`src/rtl/mag_timer_if.sv`:
```
// mag_timer_if: groups the keypad/control inputs and the display/status
// outputs of the cook-time countdown timer.
//   clearn      : active-low synchronous clear of time and prescaler
//   enable      : magnetron on (count) / off (pause, entry allowed)
//   digit_valid : one-cycle keypad strobe
//   digit       : BCD key value (10-15 ignored)
//   min_tens, min_ones, sec_tens, sec_ones : displayed BCD time MM:SS
//   timer_done  : high whenever the time is 00:00
//   done_pulse  : one-cycle pulse when a decrement reaches 00:00
// The slave modport is the timer; the master modport is its controller.
interface mag_timer_if;
  logic       clearn;
  logic       enable;
  logic       digit_valid;
  logic [3:0] digit;
  logic [3:0] min_tens;
  logic [3:0] min_ones;
  logic [3:0] sec_tens;
  logic [3:0] sec_ones;
  logic       timer_done;
  logic       done_pulse;

  modport slave (
    input  clearn, enable, digit_valid, digit,
    output min_tens, min_ones, sec_tens, sec_ones, timer_done, done_pulse
  );

  modport master (
    output clearn, enable, digit_valid, digit,
    input  min_tens, min_ones, sec_tens, sec_ones, timer_done, done_pulse
  );
endinterface

```
`src/rtl/mag_timer.sv`:
```
// mag_timer: microwave cook-time countdown timer.
// Captures a 4-digit BCD time MM:SS from keypad strobes (shifting in from
// the right) while paused, and counts it down one second per
// TICKS_PER_SEC clock cycles while enabled.
// Ports:
//   clk   : system clock, rising edge
//   reset : asynchronous active-high reset
//   bus   : mag_timer_if.slave (controls in, display/status out)
module mag_timer #(
  parameter  int TICKS_PER_SEC = 1000,
  localparam int PS_W          = $clog2(TICKS_PER_SEC)
) (
  input  logic        clk,
  input  logic        reset,
  mag_timer_if.slave  bus
);

  // Digit index 0 = sec_ones, 1 = sec_tens, 2 = min_ones, 3 = min_tens.
  logic [3:0]      dig_q [4];
  logic [3:0]      dig_d [4];
  logic [3:0]      dec   [4];
  logic [PS_W-1:0] ps_q, ps_d;
  logic            done_q, done_d;
  logic            time_zero;
  logic            dec_zero;
  logic            tick;

  assign time_zero = (dig_q[0] == 4'd0) && (dig_q[1] == 4'd0) &&
                     (dig_q[2] == 4'd0) && (dig_q[3] == 4'd0);
  assign tick      = (ps_q == PS_W'(TICKS_PER_SEC - 1));

  // BCD borrow chain. Only used while the time is non-zero, so min_tens
  // never borrows from 0; its reload value is never observed.
  always_comb begin
    logic borrow;
    borrow = 1'b1;
    for (int i = 0; i < 4; i++) begin
      dec[i] = dig_q[i];
      if (borrow) begin
        if (dig_q[i] == 4'd0) begin
          dec[i] = (i == 1) ? 4'd5 : 4'd9;
        end else begin
          dec[i] = dig_q[i] - 4'd1;
          borrow = 1'b0;
        end
      end
    end
  end

  assign dec_zero = (dec[0] == 4'd0) && (dec[1] == 4'd0) &&
                    (dec[2] == 4'd0) && (dec[3] == 4'd0);

  always_comb begin
    dig_d  = dig_q;
    ps_d   = ps_q;
    done_d = 1'b0;
    if (!bus.clearn) begin
      for (int i = 0; i < 4; i++) dig_d[i] = 4'd0;
      ps_d = '0;
    end else if (bus.enable && !time_zero) begin
      if (tick) begin
        // Wrapping to 0 also covers clearing the prescaler at 00:00.
        ps_d   = '0;
        dig_d  = dec;
        done_d = dec_zero;
      end else begin
        ps_d = ps_q + 1'b1;
      end
    end else if (!bus.enable && bus.digit_valid && (bus.digit <= 4'd9)) begin
      dig_d[0] = bus.digit;
      dig_d[1] = dig_q[0];
      dig_d[2] = dig_q[1];
      dig_d[3] = dig_q[2];
    end
  end

  for (genvar gi = 0; gi < 4; gi++) begin : g_digit
    always_ff @(posedge clk or posedge reset) begin
      if (reset) dig_q[gi] <= 4'd0;
      else       dig_q[gi] <= dig_d[gi];
    end
  end

  always_ff @(posedge clk or posedge reset) begin
    if (reset) begin
      ps_q   <= '0;
      done_q <= 1'b0;
    end else begin
      ps_q   <= ps_d;
      done_q <= done_d;
    end
  end

  assign bus.sec_ones   = dig_q[0];
  assign bus.sec_tens   = dig_q[1];
  assign bus.min_ones   = dig_q[2];
  assign bus.min_tens   = dig_q[3];
  assign bus.timer_done = time_zero;
  assign bus.done_pulse = done_q;

endmodule

```
`src/flat_wrapper.sv`:
```
// flat-port wrapper written by rule: the top's interface ports become plain ports
module mag_timer_flat 
#(
  parameter  int TICKS_PER_SEC = 1000,
  localparam int PS_W          = $clog2(TICKS_PER_SEC)
)
  (clk, reset, bus_clearn, bus_enable, bus_digit_valid, bus_digit, bus_min_tens, bus_min_ones, bus_sec_tens, bus_sec_ones, bus_timer_done, bus_done_pulse);
  mag_timer_if bus_i ();
  input  logic clk;
  input  logic reset;
  input wire logic [$bits(bus_i.clearn)-1:0] bus_clearn;
  input wire logic [$bits(bus_i.enable)-1:0] bus_enable;
  input wire logic [$bits(bus_i.digit_valid)-1:0] bus_digit_valid;
  input wire logic [$bits(bus_i.digit)-1:0] bus_digit;
  output wire logic [$bits(bus_i.min_tens)-1:0] bus_min_tens;
  output wire logic [$bits(bus_i.min_ones)-1:0] bus_min_ones;
  output wire logic [$bits(bus_i.sec_tens)-1:0] bus_sec_tens;
  output wire logic [$bits(bus_i.sec_ones)-1:0] bus_sec_ones;
  output wire logic [$bits(bus_i.timer_done)-1:0] bus_timer_done;
  output wire logic [$bits(bus_i.done_pulse)-1:0] bus_done_pulse;
  assign bus_i.clearn = bus_clearn;
  assign bus_i.enable = bus_enable;
  assign bus_i.digit_valid = bus_digit_valid;
  assign bus_i.digit = bus_digit;
  assign bus_min_tens = bus_i.min_tens;
  assign bus_min_ones = bus_i.min_ones;
  assign bus_sec_tens = bus_i.sec_tens;
  assign bus_sec_ones = bus_i.sec_ones;
  assign bus_timer_done = bus_i.timer_done;
  assign bus_done_pulse = bus_i.done_pulse;
  mag_timer #(.TICKS_PER_SEC(TICKS_PER_SEC)) u_core (.clk(clk), .reset(reset), .bus(bus_i));
endmodule
```
`config.mk`:
```
export PLATFORM = sky130hd
export DESIGN_NAME = mag_timer_flat
export DESIGN_NICKNAME = d
export VERILOG_FILES = /design/src/rtl/mag_timer_if.sv /design/src/rtl/mag_timer.sv /design/src/flat_wrapper.sv
export SDC_FILE = /design/constraint.sdc
export NUM_CORES = 1
export LEC_CHECK = 0
export BUFFER_PORTS_ARGS = -buffer_cell sky130_fd_sc_hd__clkbuf_2
export CAP_MARGIN = 0
export CORE_MARGIN = 2
export CORE_UTILIZATION = 63
export CTS_BUF_LIST = sky130_fd_sc_hd__clkbuf_8
export CTS_CLUSTER_SIZE = 8
export DETAILED_ROUTE_END_ITERATION = 6
export PLACE_DENSITY_LB_ADDON = 0.1
export SLEW_MARGIN = 5
export SYNTH_ARGS = -nofsm -noshare
export SYNTH_HDL_FRONTEND = slang
export SYNTH_SLANG_ARGS = --single-unit
export TNS_END_PERCENT = 30
```
`constraint.sdc`:
```
create_clock -name clk -period 4.88 [get_ports clk]
set_input_delay 0.244 -clock clk [delete_from_list [all_inputs] [get_ports clk]]
set_output_delay 0.244 -clock clk [all_outputs]
set_load 0.005 [all_outputs]
```
Yosys cells after proc, flatten, opt, wreduce, memory -nomap -nowiden
Cells that the tools add are included.
Widths: inputs -> output; s select.

word-level totals
  logic and storage cells = 58
  output and inout port bits = 18
  bits of input ports = 9
  register bits = 27

operators by class
  multiplexer cells = 22
  reduce and logical (&&, ||, !) cells = 20
  order comparisons = 1
  eq/ne operators = 4
  $add $sub $neg = 5

operators by type and width
  kind                   number
  $mux 16                4
  $logic_not 4->1        8
  $mux 10                3
  $mux 4                 7
  $sub 4x1->4 const B    4
  $add 10x1->10 const B  1
  $eq 10x10->1 const B   1
  $logic_and 1x1->1      9
  $mux 1                 8
  $le 4x4->1 const B     1
  $ne 3x1->1 const B     1
  $ne 3x2->1 const B     1
  $logic_not 1->1        2
  $ne 2x1->1 const B     1
  $reduce_and 2->1       1

Longest topological paths before layout
  word-level depth = 10
  gate-level depth with buffers = 7
  mapped depth without buffers = 6

Worst setup path before layout
OpenSTA, ideal clock, no wires.

  path kind = register to register
  from = register u_core.dig_q, in the netlist u_core.bus.sec_ones[1]
  to = register u_core.dig_q, in the netlist u_core.bus.min_tens[1]
  cell stages (with the launch flop) = 8
  library setup time = 0.122 ns
  data required time = 4.758 ns
  path slack = 2.785 ns
  clock period less this slack = 2.095 ns
  buffers on the path = 2
  arrival = 1.973 ns
  cells stage by stage = dfrtp_1 -> buf_6 -> nor4_4 -> nand3_4 -> o2111a_2 -> or2_1 -> buf_6 -> a32o_1

between the ends
  word-level cells in the longest chain between the ends = 8
  elaborated cells between the ends (all ways) = 16
  those cells by class = eq/ne (2); mux (7); reduce/logical (7)

ends and longest elaborated chain
  what                                          RTL line                          RTL
  start: declaration                            mag_timer.sv:19                   logic [3:0] dig_q [4];
  start signal: indexed assignment              mag_timer.sv:80                   else dig_q[gi] <= dig_d[gi];
  $logic_not 4->1 *                             mag_timer.sv:28, mag_timer.sv:40
  $mux 1 or $logic_and 1x1->1 (tied branches)   mag_timer.sv:40, mag_timer.sv:28
  $mux 1 or $logic_and 1x1->1 (tied branches)   mag_timer.sv:39, mag_timer.sv:28
  $mux 1 or $logic_and 1x1->1 (tied branches)   mag_timer.sv:39, mag_timer.sv:29
  $mux 4 or $logic_not 1->1 (tied branches)     mag_timer.sv:39, mag_timer.sv:60
  $mux 16 or $logic_and 1x1->1 (tied branches)  mag_timer.sv:61, mag_timer.sv:60
  $mux 16, or another cell as far along         mag_timer.sv:60                   end else if (bus.enable && !time_zero) begin
  $mux 16 or $reduce_and 2->1 (tied branches)   -

Mark *: on every way between the ends. The rest lies on a longest branch, timed or not. The select of a mux whose other input is x is not followed.
A chain may end at the register's enable or synchronous reset.

Worst setup path in the final report
  from = register u_core.dig_q, in the netlist u_core.bus.sec_ones[1]
  to = register u_core.dig_q, in the netlist u_core.bus.min_tens[0]

The elaborated chain is that of the path after synthesis.

==> results_dict.tcl <==
set metrics [dict create \
    cp-start-kind "register" \
    synth_area_leaders "dfrtp_1 38%, o21ai_0 5.3%, nand3_1 4.2%" \
    ys.flop_type "dfrtp_1" \
    tns_ps 0 \
    power.total_uw 533 \
    async_flop_share_pct 100 \
    synthesis.nets 214 \
    whs_ps 181 \
    setup_slack_ps 2310 \
    overflow 0 \
    cts_setup_buffers 0 \
    layout.nets 231 \
    synthCells 204 \
    register_area_um2 676 \
    status "finished, final reports clean" \
    fillers 218 \
    drive_gt1_share_pct 16.8 \
    ctsResizeCount 0 \
    core-area_um2 2730 \
    endpoint_kind "register" \
    start_util_pct 65.5 \
    p_leak_nw 0.842 \
    num_rows 19 \
    die_h_um 57.3 \
    worstPathArrival_ps 2750 \
    finalSetupViolCount 0 \
    place.gp.congestion 0.941 \
    place_area_um2 1890 \
    cts_made_buffers 3 \
    synth_edf_count 0 \
    netlist_area_um2 1790 \
    ys_warn_count 0 \
    die_width_um 57.3 \
    dpl_worst_slack_ps 2400 \
    syn_to_final_growth_pct 8.24 \
    max_cap_viol_count 0 \
    path_clk_slew_ps 90 \
    grt_pass1_wl_um 7950 \
    rsz0062_at_grt "false" \
    ant_nets 0 \
    worst_slew_pin_slew_ps 1160 \
    yosys.area.top_type "dfrtp_1" \
    crit_path_max_fanout 14 \
    die_area_um2 3290 \
    clk_latency_ps 280 \
    ios 27 \
    grt_max_degree 28 \
    vias_per_cell 7.13 \
    ys_seq_area_share_pct 37.7 \
    post-route-period-util_pct 52.8 \
    drc 0 \
    cts_tree "yes" \
    antenna_found_initial 0 \
    fin_skew_ps 5.08 \
    final_area_um2 1940 \
    htreeDepth 1 \
    antenna_cells 0 \
    hold_viol 0 \
    required_ps 5060 \
    grt_pass1_vias 1667 \
    cts_sinks 27 \
    post_drt_wl_per_cell_um 18.5 \
    slew_viol_final 0 \
    io_buffers 26 \
    fmax_mhz 388 \
    synth_top_cell_area_share_pct 37.7 \
    multi_input_area_um2 1040 \
    hold_buffers 0 \
    cts_root_buf "clkbuf_8" \
    max_slew_margin_pct 22.1 \
    dpl.hpwl_um 3230 \
    synth-seq-cells 27 \
    track_usage_pct 31.1 \
    drt_iter0_drc 138 \
    ys_types 52 \
    crit_type "register to register" \
    cts_buffer_depth 2 \
    final_cell_mix "27 x dfrtp_1, 26 x clkbuf_2, 19 x nand2_1, 19 x o21ai_0, 15 x nand3_1" \
    powerDensity_nw_per_um2 275 \
    firstDrtPassIters 5 \
    hp-class "input port to async pin" \
    syn_avg_cell_area_um2 8.78 \
    fin_crit_ps 2570 \
    vias 1790 \
    final_common_cell "dfrtp_1" \
    wl_um 4630 \
    peakVddDrop_uv 288 \
]
==> kinds of logic (layout without fill, tap and decap cells) <==
group           Yosys count  after routing  synth area share (%)
flops                    27             27                  37.7
fa+ha+maj                 1              1                 0.698
buf+inv                  16             32                  4.47
compound gates           75             75                  28.9
mux                       1              1                 0.628
xor+xnor                  3              3                  1.47
simple gates             81             81                  26.1
==> metal layers <==
metal  track usage, %  vias up  wire [µm]
met3             4.31       13        341
met2             49.1       82       2140
li1                 -      818          -
met1             43.3      877       2050
met4             13.0        0         99
met5                0        -          0
==> report_power, final <==
| group | internal, mW | total (mW) | switching (mW) |
|---|---|---|---|
| Sequential | 0.237 | 0.266 | 0.0299 |
| Combinational | 0.0563 | 0.137 | 0.0805 |
| Clock | 0.0574 | 0.130 | 0.0724 |
==> final timing paths <==
| kind | start | endpoint | slack (ps) | cells after the start |
|---|---|---|---|---|
| setup / recovery | u_core.bus.sec_ones[1]$_DFFE_PP0P_ | u_core.bus.min_tens[0]$_DFFE_PP0P_ | 2310 | 5 |
| hold / removal | reset | u_core.ps_q[7]$_DFFE_PP0P_ | 180 | 2 |
| setup reg to reg | u_core.bus.sec_ones[1]$_DFFE_PP0P_ | u_core.bus.min_tens[0]$_DFFE_PP0P_ | 2310 | 5 |
| hold reg to reg | u_core.ps_q[7]$_DFFE_PP0P_ | u_core.ps_q[7]$_DFFE_PP0P_ | 520 | 1 |
| max in group asynchronous | reset | u_core.bus.min_ones[2]$_DFFE_PP0P_ | 4070 | 2 |
| min in group clk | bus_digit[2] | u_core.bus.sec_ones[2]$_DFFE_PP0P_ | 290 | 3 |
==> flip-flops by register name (all words and copies together), names as in the netlist <==
name / count
u_core.bus.done_pulse: 1
u_core.bus.min_ones: 4
u_core.bus.min_tens: 4
u_core.bus.sec_ones: 4
u_core.bus.sec_tens: 4
u_core.ps_q: 10
==> worst max-delay path, stage by stage (launching register included) <==
cell	delay, ps
dfrtp_1	510
nor4_4	520
nand3_4	160
o21ai_1	770
o22ai_1	200
a32o_1	310
==> cell type report <==
class | instances | area share [%]
flip-flops and latches | 27 | 34.8
repair buffers | 26 | 6.71
inverters | 2 | 0.387
clock inverters | 1 | 0.258
clock buffers | 3 | 2.13
multi-input cells | 161 | 53.7
well taps | 31 | 2.00
==> cells in the mapped netlist (all sizes together), types with 2 or more instances <==
cell      n
a31oi     4
a32oi     2
nor2     13
nor4      5
or3       3
o2111a    2
and2      5
o211ai    2
a21oi     9
nor3      4
a22o      7
clkbuf    7
buf       7
xnor2     2
o2bb2ai   2
or4       2
nand4     2
o22ai     6
and4b     2
nor2b     2
dfrtp    27
nand3    16
a21o      3
o31ai     3
inv       2
a32o      6
o21ai    22
and3      2
nand2    19
==> metrics by stage <==
stage	std cells	utilization, %
final	251	70.9
after global routing	251	70.9
after CTS	251	70.8
after detailed placement	247	69.1
after global placement	247	69.1
after floorplan	204	-
(Power assumes the default switching activity.)
